## config.mk

```make
export PLATFORM = sky130hd
export DESIGN_NAME = latency_profiler
export DESIGN_NICKNAME = d
export VERILOG_FILES = /design/src/rtl/latency_profiler.sv
export SDC_FILE = /design/constraint.sdc
export NUM_CORES = 1
export LEC_CHECK = 0
export CAP_MARGIN = 0
export CORE_UTILIZATION = 30
export CTS_CLUSTER_SIZE = 14
export DETAILED_ROUTE_END_ITERATION = 10
export PLACE_DENSITY = 0.43
export SYNTH_ARGS = -nofsm -noshare
export SYNTH_HDL_FRONTEND = slang
export SYNTH_SLANG_ARGS = --single-unit
```

## constraint.sdc

```tcl
create_clock -name clk -period 3.5 [get_ports clk]
set_input_delay 0.35 -clock clk [delete_from_list [all_inputs] [get_ports clk]]
set_output_delay 0.35 -clock clk [all_outputs]
set_load 0.02 [all_outputs]
```

## src/rtl/latency_profiler.sv

```systemverilog
// ============================================================================
// Module   : latency_profiler
// Purpose  : Multi-channel start-to-done latency profiler. Each channel runs
//            an IDLE/RUN measurement FSM with a saturating latency counter
//            and keeps last/min/max/sum/count statistics, read back through
//            a channel-select mux.
// Ports    : clk           - system clock, rising edge
//            reset         - asynchronous active-low reset
//            start[c]      - begin a measurement on channel c
//            done[c]       - complete the running measurement on channel c
//            clear         - synchronous clear of stats and sticky flags
//            rd_sel        - readback channel select
//            running[c]    - channel c is measuring
//            result_valid  - 1-cycle pulse per completed sample
//            rd_last/rd_min/rd_max/rd_sum/rd_count - stats of channel rd_sel
//            sat_flag[c]   - sticky: latency counter hit its ceiling
//            overrun_flag  - sticky: start seen while already running
// Revision : 1.0 - initial release
// ============================================================================
`default_nettype none

module latency_profiler #(
    parameter int CHANNELS  = 4,
    parameter int WIDTH     = 16,
    parameter int ACC_WIDTH = 32,
    parameter int CNT_WIDTH = 16,
    localparam int SEL_W    = (CHANNELS > 1) ? $clog2(CHANNELS) : 1
) (
    input  logic                 clk,
    input  logic                 reset,
    input  logic [CHANNELS-1:0]  start,
    input  logic [CHANNELS-1:0]  done,
    input  logic                 clear,
    input  logic [SEL_W-1:0]     rd_sel,
    output logic [CHANNELS-1:0]  running,
    output logic [CHANNELS-1:0]  result_valid,
    output logic [WIDTH-1:0]     rd_last,
    output logic [WIDTH-1:0]     rd_min,
    output logic [WIDTH-1:0]     rd_max,
    output logic [ACC_WIDTH-1:0] rd_sum,
    output logic [CNT_WIDTH-1:0] rd_count,
    output logic [CHANNELS-1:0]  sat_flag,
    output logic [CHANNELS-1:0]  overrun_flag
);

    typedef enum logic [0:0] {
        ST_IDLE = 1'b0,
        ST_RUN  = 1'b1
    } state_t;

    localparam logic [WIDTH-1:0]     c_lat_max = '1;
    localparam logic [ACC_WIDTH-1:0] c_sum_max = '1;
    localparam logic [CNT_WIDTH-1:0] c_cnt_max = '1;

    // Per-channel stats gathered into arrays for the readback mux
    logic [WIDTH-1:0]     w_last  [CHANNELS];
    logic [WIDTH-1:0]     w_min   [CHANNELS];
    logic [WIDTH-1:0]     w_max   [CHANNELS];
    logic [ACC_WIDTH-1:0] w_sum   [CHANNELS];
    logic [CNT_WIDTH-1:0] w_count [CHANNELS];

    for (genvar g = 0; g < CHANNELS; g++) begin : g_ch
        state_t               r_state;
        state_t               w_state_nxt;
        logic [WIDTH-1:0]     r_cur;
        logic [WIDTH-1:0]     w_cur_nxt;
        logic                 w_sample;
        logic                 w_ovr_evt;
        logic                 w_sat_evt;
        logic                 r_rv;
        logic                 r_sat;
        logic                 r_ovr;

        logic [WIDTH-1:0]     r_last;
        logic [WIDTH-1:0]     r_min;
        logic [WIDTH-1:0]     r_max;
        logic [ACC_WIDTH-1:0] r_sum;
        logic [CNT_WIDTH-1:0] r_count;

        // Stats after an optional clear, before folding in a new sample, so
        // that clear plus a coinciding sample yields exactly that sample.
        logic [WIDTH-1:0]     w_min_base;
        logic [WIDTH-1:0]     w_max_base;
        logic [ACC_WIDTH-1:0] w_sum_base;
        logic [CNT_WIDTH-1:0] w_cnt_base;
        logic [ACC_WIDTH:0]   w_sum_add;
        logic [CNT_WIDTH:0]   w_cnt_add;

        // ---------------- measurement FSM: next state ----------------
        always_comb begin
            w_state_nxt = r_state;
            w_cur_nxt   = r_cur;
            w_sample    = 1'b0;
            w_ovr_evt   = 1'b0;
            w_sat_evt   = 1'b0;
            case (r_state)
                ST_IDLE: begin
                    // done while idle is meaningless and ignored
                    if (start[g]) begin
                        w_state_nxt = ST_RUN;
                        w_cur_nxt   = WIDTH'(1);
                    end
                end
                ST_RUN: begin
                    w_ovr_evt = start[g];
                    if (done[g]) begin
                        w_sample    = 1'b1;
                        w_state_nxt = ST_IDLE;
                    end else if (r_cur != c_lat_max) begin
                        w_cur_nxt = r_cur + 1'b1;
                        w_sat_evt = (r_cur == c_lat_max - 1'b1);
                    end
                end
                default: w_state_nxt = ST_IDLE;
            endcase
        end

        // ---------------- measurement FSM: state register ----------------
        always_ff @(posedge clk or negedge reset) begin
            if (!reset) begin
                r_state <= ST_IDLE;
                r_cur   <= '0;
                r_rv    <= 1'b0;
                r_sat   <= 1'b0;
                r_ovr   <= 1'b0;
            end else begin
                r_state <= w_state_nxt;
                r_cur   <= w_cur_nxt;
                r_rv    <= w_sample;
                // a new event on the clearing edge still registers
                r_sat   <= w_sat_evt | (r_sat & ~clear);
                r_ovr   <= w_ovr_evt | (r_ovr & ~clear);
            end
        end

        // ---------------- statistics ----------------
        always_comb begin
            w_min_base = clear ? c_lat_max : r_min;
            w_max_base = clear ? '0        : r_max;
            w_sum_base = clear ? '0        : r_sum;
            w_cnt_base = clear ? '0        : r_count;
            w_sum_add  = {1'b0, w_sum_base} + {{(ACC_WIDTH - WIDTH + 1){1'b0}}, r_cur};
            w_cnt_add  = {1'b0, w_cnt_base} + 1'b1;
        end

        always_ff @(posedge clk or negedge reset) begin
            if (!reset) begin
                r_last  <= '0;
                r_min   <= c_lat_max;
                r_max   <= '0;
                r_sum   <= '0;
                r_count <= '0;
            end else if (w_sample) begin
                r_last  <= r_cur;
                r_min   <= (r_cur < w_min_base) ? r_cur : w_min_base;
                r_max   <= (r_cur > w_max_base) ? r_cur : w_max_base;
                r_sum   <= w_sum_add[ACC_WIDTH] ? c_sum_max : w_sum_add[ACC_WIDTH-1:0];
                r_count <= w_cnt_add[CNT_WIDTH] ? c_cnt_max : w_cnt_add[CNT_WIDTH-1:0];
            end else if (clear) begin
                r_last  <= '0;
                r_min   <= c_lat_max;
                r_max   <= '0;
                r_sum   <= '0;
                r_count <= '0;
            end
        end

        assign running[g]      = (r_state == ST_RUN);
        assign result_valid[g] = r_rv;
        assign sat_flag[g]     = r_sat;
        assign overrun_flag[g] = r_ovr;
        assign w_last[g]       = r_last;
        assign w_min[g]        = r_min;
        assign w_max[g]        = r_max;
        assign w_sum[g]        = r_sum;
        assign w_count[g]      = r_count;
    end

    // ---------------- readback mux ----------------
    // Select values past the last channel read as zero.
    logic w_sel_ok;
    assign w_sel_ok = (32'(rd_sel) < CHANNELS);

    always_comb begin
        rd_last  = '0;
        rd_min   = '0;
        rd_max   = '0;
        rd_sum   = '0;
        rd_count = '0;
        if (w_sel_ok) begin
            rd_last  = w_last[rd_sel];
            rd_min   = w_min[rd_sel];
            rd_max   = w_max[rd_sel];
            rd_sum   = w_sum[rd_sel];
            rd_count = w_count[rd_sel];
        end
    end

endmodule

`default_nettype wire

```

==> flow_metrics.py <==
metrics = {
    "outcome": {
        "status": "finished, final reports clean",
    },
    "logic_synthesis": {
        "synth_ff_type": "dfrtp_1",
        "yosysTopAreaCellShare": 0.345,
        "yosysUniqueCellTypes": 84,
        "synthArstFlopShare": 1.00,
        "syn_area_per_cell_um2": 9.86,
        "netlist_area_um2": 29000,
        "synth.area.top_cells": "dfrtp_1, ha_1, mux4_2",
        "postSynthCellCount": 2940,
        "synth_edf_count": 0,
        "synth-seq-cells": 464,
        "synth_top_area_cell": "dfrtp_1",
        "seq_area_frac_synth": 0.403,
        "yosys_warnings": 0,
        "syn-num-nets": 3157,
    },
    "cells_and_area": {
        "nets": 3332,
        "drive_gt1_frac": 0.141,
        "area.growth.synth_to_final_pct": 19.4,
    },
    "clocking": {
        "clkTransAtPathRegs_ns": 0.06,
        "cts.sinks": 464,
        "cts_buffers": 59,
        "cts_tree": "built",
        "cts-root-buf": "clkbuf_16",
        "clkLatencyLatePin_ns": 0.67,
        "post_cts_resized": 0,
        "clk_path_buf_depth": 3,
        "htreeDepth": 2,
    },
    "timing": {
        "fin_crit_ns": 3.21,
        "drv_slew": 0,
        "fin_skew_ns": 0.0339,
        "rsz0062_at_grt": "no",
        "tightest_slew_ns": 1.12,
        "hold_viol": 0,
        "fin_tns_setup_ns": 0,
        "period_share": 0.918,
        "max_slew_margin": 0.250,
        "fmax_mhz": 311,
        "finalSetupViolations": 0,
    },
    "floorplanning": {
        "dieArea_um2": 97900,
        "core_area_um2": 95400,
        "die_w_um": 313,
        "io_pins": 125,
        "placement_rows": 113,
        "initial_core_util": 0.304,
        "die_height_um": 313,
    },
    "setup_path": {
        "cp.arrival_ns": 3.79,
        "start_kind": "flip-flop",
        "end_kind": "flip-flop",
        "critPathRequiredTime_ns": 4.08,
        "critPathKind": "flip-flop to flip-flop",
        "worstPathMaxFanout": 7,
    },
    "global_route": {
        "antenna_found_initial": 6,
        "grt_pass1_wl_um": 157000,
        "grt_pass1_vias": 23800,
        "grt_max_degree": 89,
        "grt_usage": 0.214,
        "gr-total-overflow": 0,
    },
    "route": {
        "wl_met2_um": 45100,
        "routedWlPerCell_um": 23.6,
        "wl_met3_um": 6540,
        "vias_per_cell": 5.31,
        "drtPass1Iterations": 5,
        "dr_total_vias": 23600,
        "wl_met1_um": 50000,
        "top_layer_used": "met4",
        "initialDrtViolationCount": 1711,
        "routed_wl_um": 105000,
        "ant_nets": 0,
        "drcViolationCount": 0,
    },
    "placement": {
        "dp_hpwl_um": 80400,
        "globalplace.congestion": 0.904,
        "portBuffers": 124,
    },
    "pwr": {
        "p_int_mw": 11.4,
        "combPwrFrac": 0.205,
        "irDropWorstVdd_mv": 0.362,
        "swShare": 0.314,
        "p_switching_mw": 5.19,
        "power.leakage_nw": 15.5,
        "seqPwrFrac": 0.387,
        "p_total_mw": 16.5,
        "pwr-share-clk": 0.407,
        "power_density_nw_per_um2": 477,
    },
    "worst_hold_path": {
        "min_path_type": "primary input to async pin",
    },
    "flow_run": {
        "cap_violations": 0,
    },
}
final cells by class:
class / count / area [um2]
Fill cell: 9474 / 60800
Clock buffer: 74 / 1600
Inverter: 108 / 410
Antenna cell: 3 / 7.51
Timing Repair Buffer: 259 / 2450
Tap cell: 1265 / 1580
Clock inverter: 38 / 529
Sequential cell: 464 / 11700
Multi-Input combinational cell: 2223 / 16400
power by group through the flow:
stage               clock [mW]  combinational [mW]  sequential [mW]
finish                    6.73                3.40             6.41
global route              7.13                3.74             6.45
CTS                       6.91                3.41             6.38
detailed placement           0                3.39             6.47
global placement             0                3.35             6.48
floorplan                    0                2.09             6.17
worst max-delay path, stage by stage, from the launching register on:
cell,delay (ns)
dfrtp_1,0.44
nor2b_1,0.17
ha_1,0.24
fa_1,0.42
a21oi_1,0.24
o311a_1,0.24
o2111ai_1,0.24
a311oi_2,0.40
nor2_1,0.08
buf_4,0.17
and3_1,0.18
a31oi_1,0.16
o21a_1,0.14
path summary, 6_finish.rpt:
check	start	endpoint	slack, ns	cells after the start
hold reg to reg	g_ch[0].r_ovr	g_ch[0].r_ovr	0.50	1
hold / removal	reset	g_ch[3].r_max[8]	0.28	2
setup reg to reg	g_ch[3].r_sum[0]	g_ch[3].r_sum[24]	0.29	12
max in group asynchronous	reset	g_ch[0].r_max[12]	2.11	3
setup / recovery	g_ch[3].r_sum[0]	g_ch[3].r_sum[24]	0.29	12
min in group clk	clear	g_ch[1].r_sum[0]	0.28	4
routing by layer:
metal,track usage,vias up
met5,0,-
met4,0.0634,0
met3,0.0428,111
met2,0.319,622
met1,0.311,11900
li1,-,10900
cells in the mapped netlist (all sizes together), types with 8 or more instances:
library cell and count:
o21a 27, nor4b 8, nor2 255, nand2b 17
nand4 59, xnor2 105, clkbuf 89, ha 200
nand2 275, nor2b 119, nor3 52, buf 56
mux4 96, nor4 8, a21oi 137, nor3b 11
a21o 59, xor2 68, o211ai 14, a31oi 50
or3 13, o2111ai 9, and4 13, dfstp 64
dfrtp 400, and3 34, nand3 138, a211oi 18
and2 9, mux2i 130, inv 107, o21ai 199
cell families after synthesis:
group | synth area share
xor+xnor | 0.0522
compound gates | 0.126
mux | 0.122
buf+inv | 0.0358
simple gates | 0.172
fa+ha+maj | 0.0891
flops | 0.403
sequential cells by signal, summed over array words and instances (netlist names):
signal / cells
g_ch.r_sum: 128
g_ch.r_count: 64
g_ch.r_cur: 64
g_ch.r_last: 64
g_ch.r_max: 64
g_ch.r_min: 64
g_ch.r_ovr: 4
g_ch.r_rv: 4
g_ch.r_sat: 4
g_ch.r_state: 4
placed cells by master (no fill, tap or decap), types with 16 or more instances in the layout:
cell type | Yosys | routed
dfrtp_1 | 400 | 400
nand2_1 | 275 | 271
nor2_1 | 255 | 254
ha_1 | 200 | 199
o21ai_0 | 197 | 197
nand3_1 | 138 | 138
a21oi_1 | 136 | 136
mux2i_1 | 130 | 130
clkdlybuf4s50_1 | 0 | 120
buf_4 | 17 | 120
nor2b_1 | 119 | 118
xnor2_1 | 105 | 105
inv_1 | 105 | 104
mux4_2 | 96 | 96
xor2_1 | 68 | 68
dfstp_2 | 64 | 64
nand4_1 | 59 | 59
clkbuf_16 | 0 | 59
a21o_1 | 58 | 58
nor3_1 | 51 | 51
a31oi_1 | 48 | 48
and3_1 | 34 | 34
o21a_1 | 27 | 27
nand2b_1 | 17 | 17
a211oi_1 | 16 | 16
clkinv_2 | 0 | 16
metrics by stage:
step	worst slack, ns	instances	instance area (um2)	hold slack, ns	utilization
after floorplan	0.00427	2940	29100	0.0544	-
after global placement	0.0673	4318	32500	0.412	0.340
after detailed placement	0.0160	4318	32500	0.428	0.340
after CTS	0.299	4431	34600	0.246	0.363
after global routing	0.0630	4431	34600	0.296	0.363
final	0.286	4434	34600	0.277	0.363
what timing repair did:
| action | in CTS | in global routing |
|---|---|---|
| setup buffers | 0 | 0 |
| hold endpoints to repair | 51 | 0 |
| hold buffers | 1 | 0 |
No activity file was read; power rests on OpenSTA's default activity.
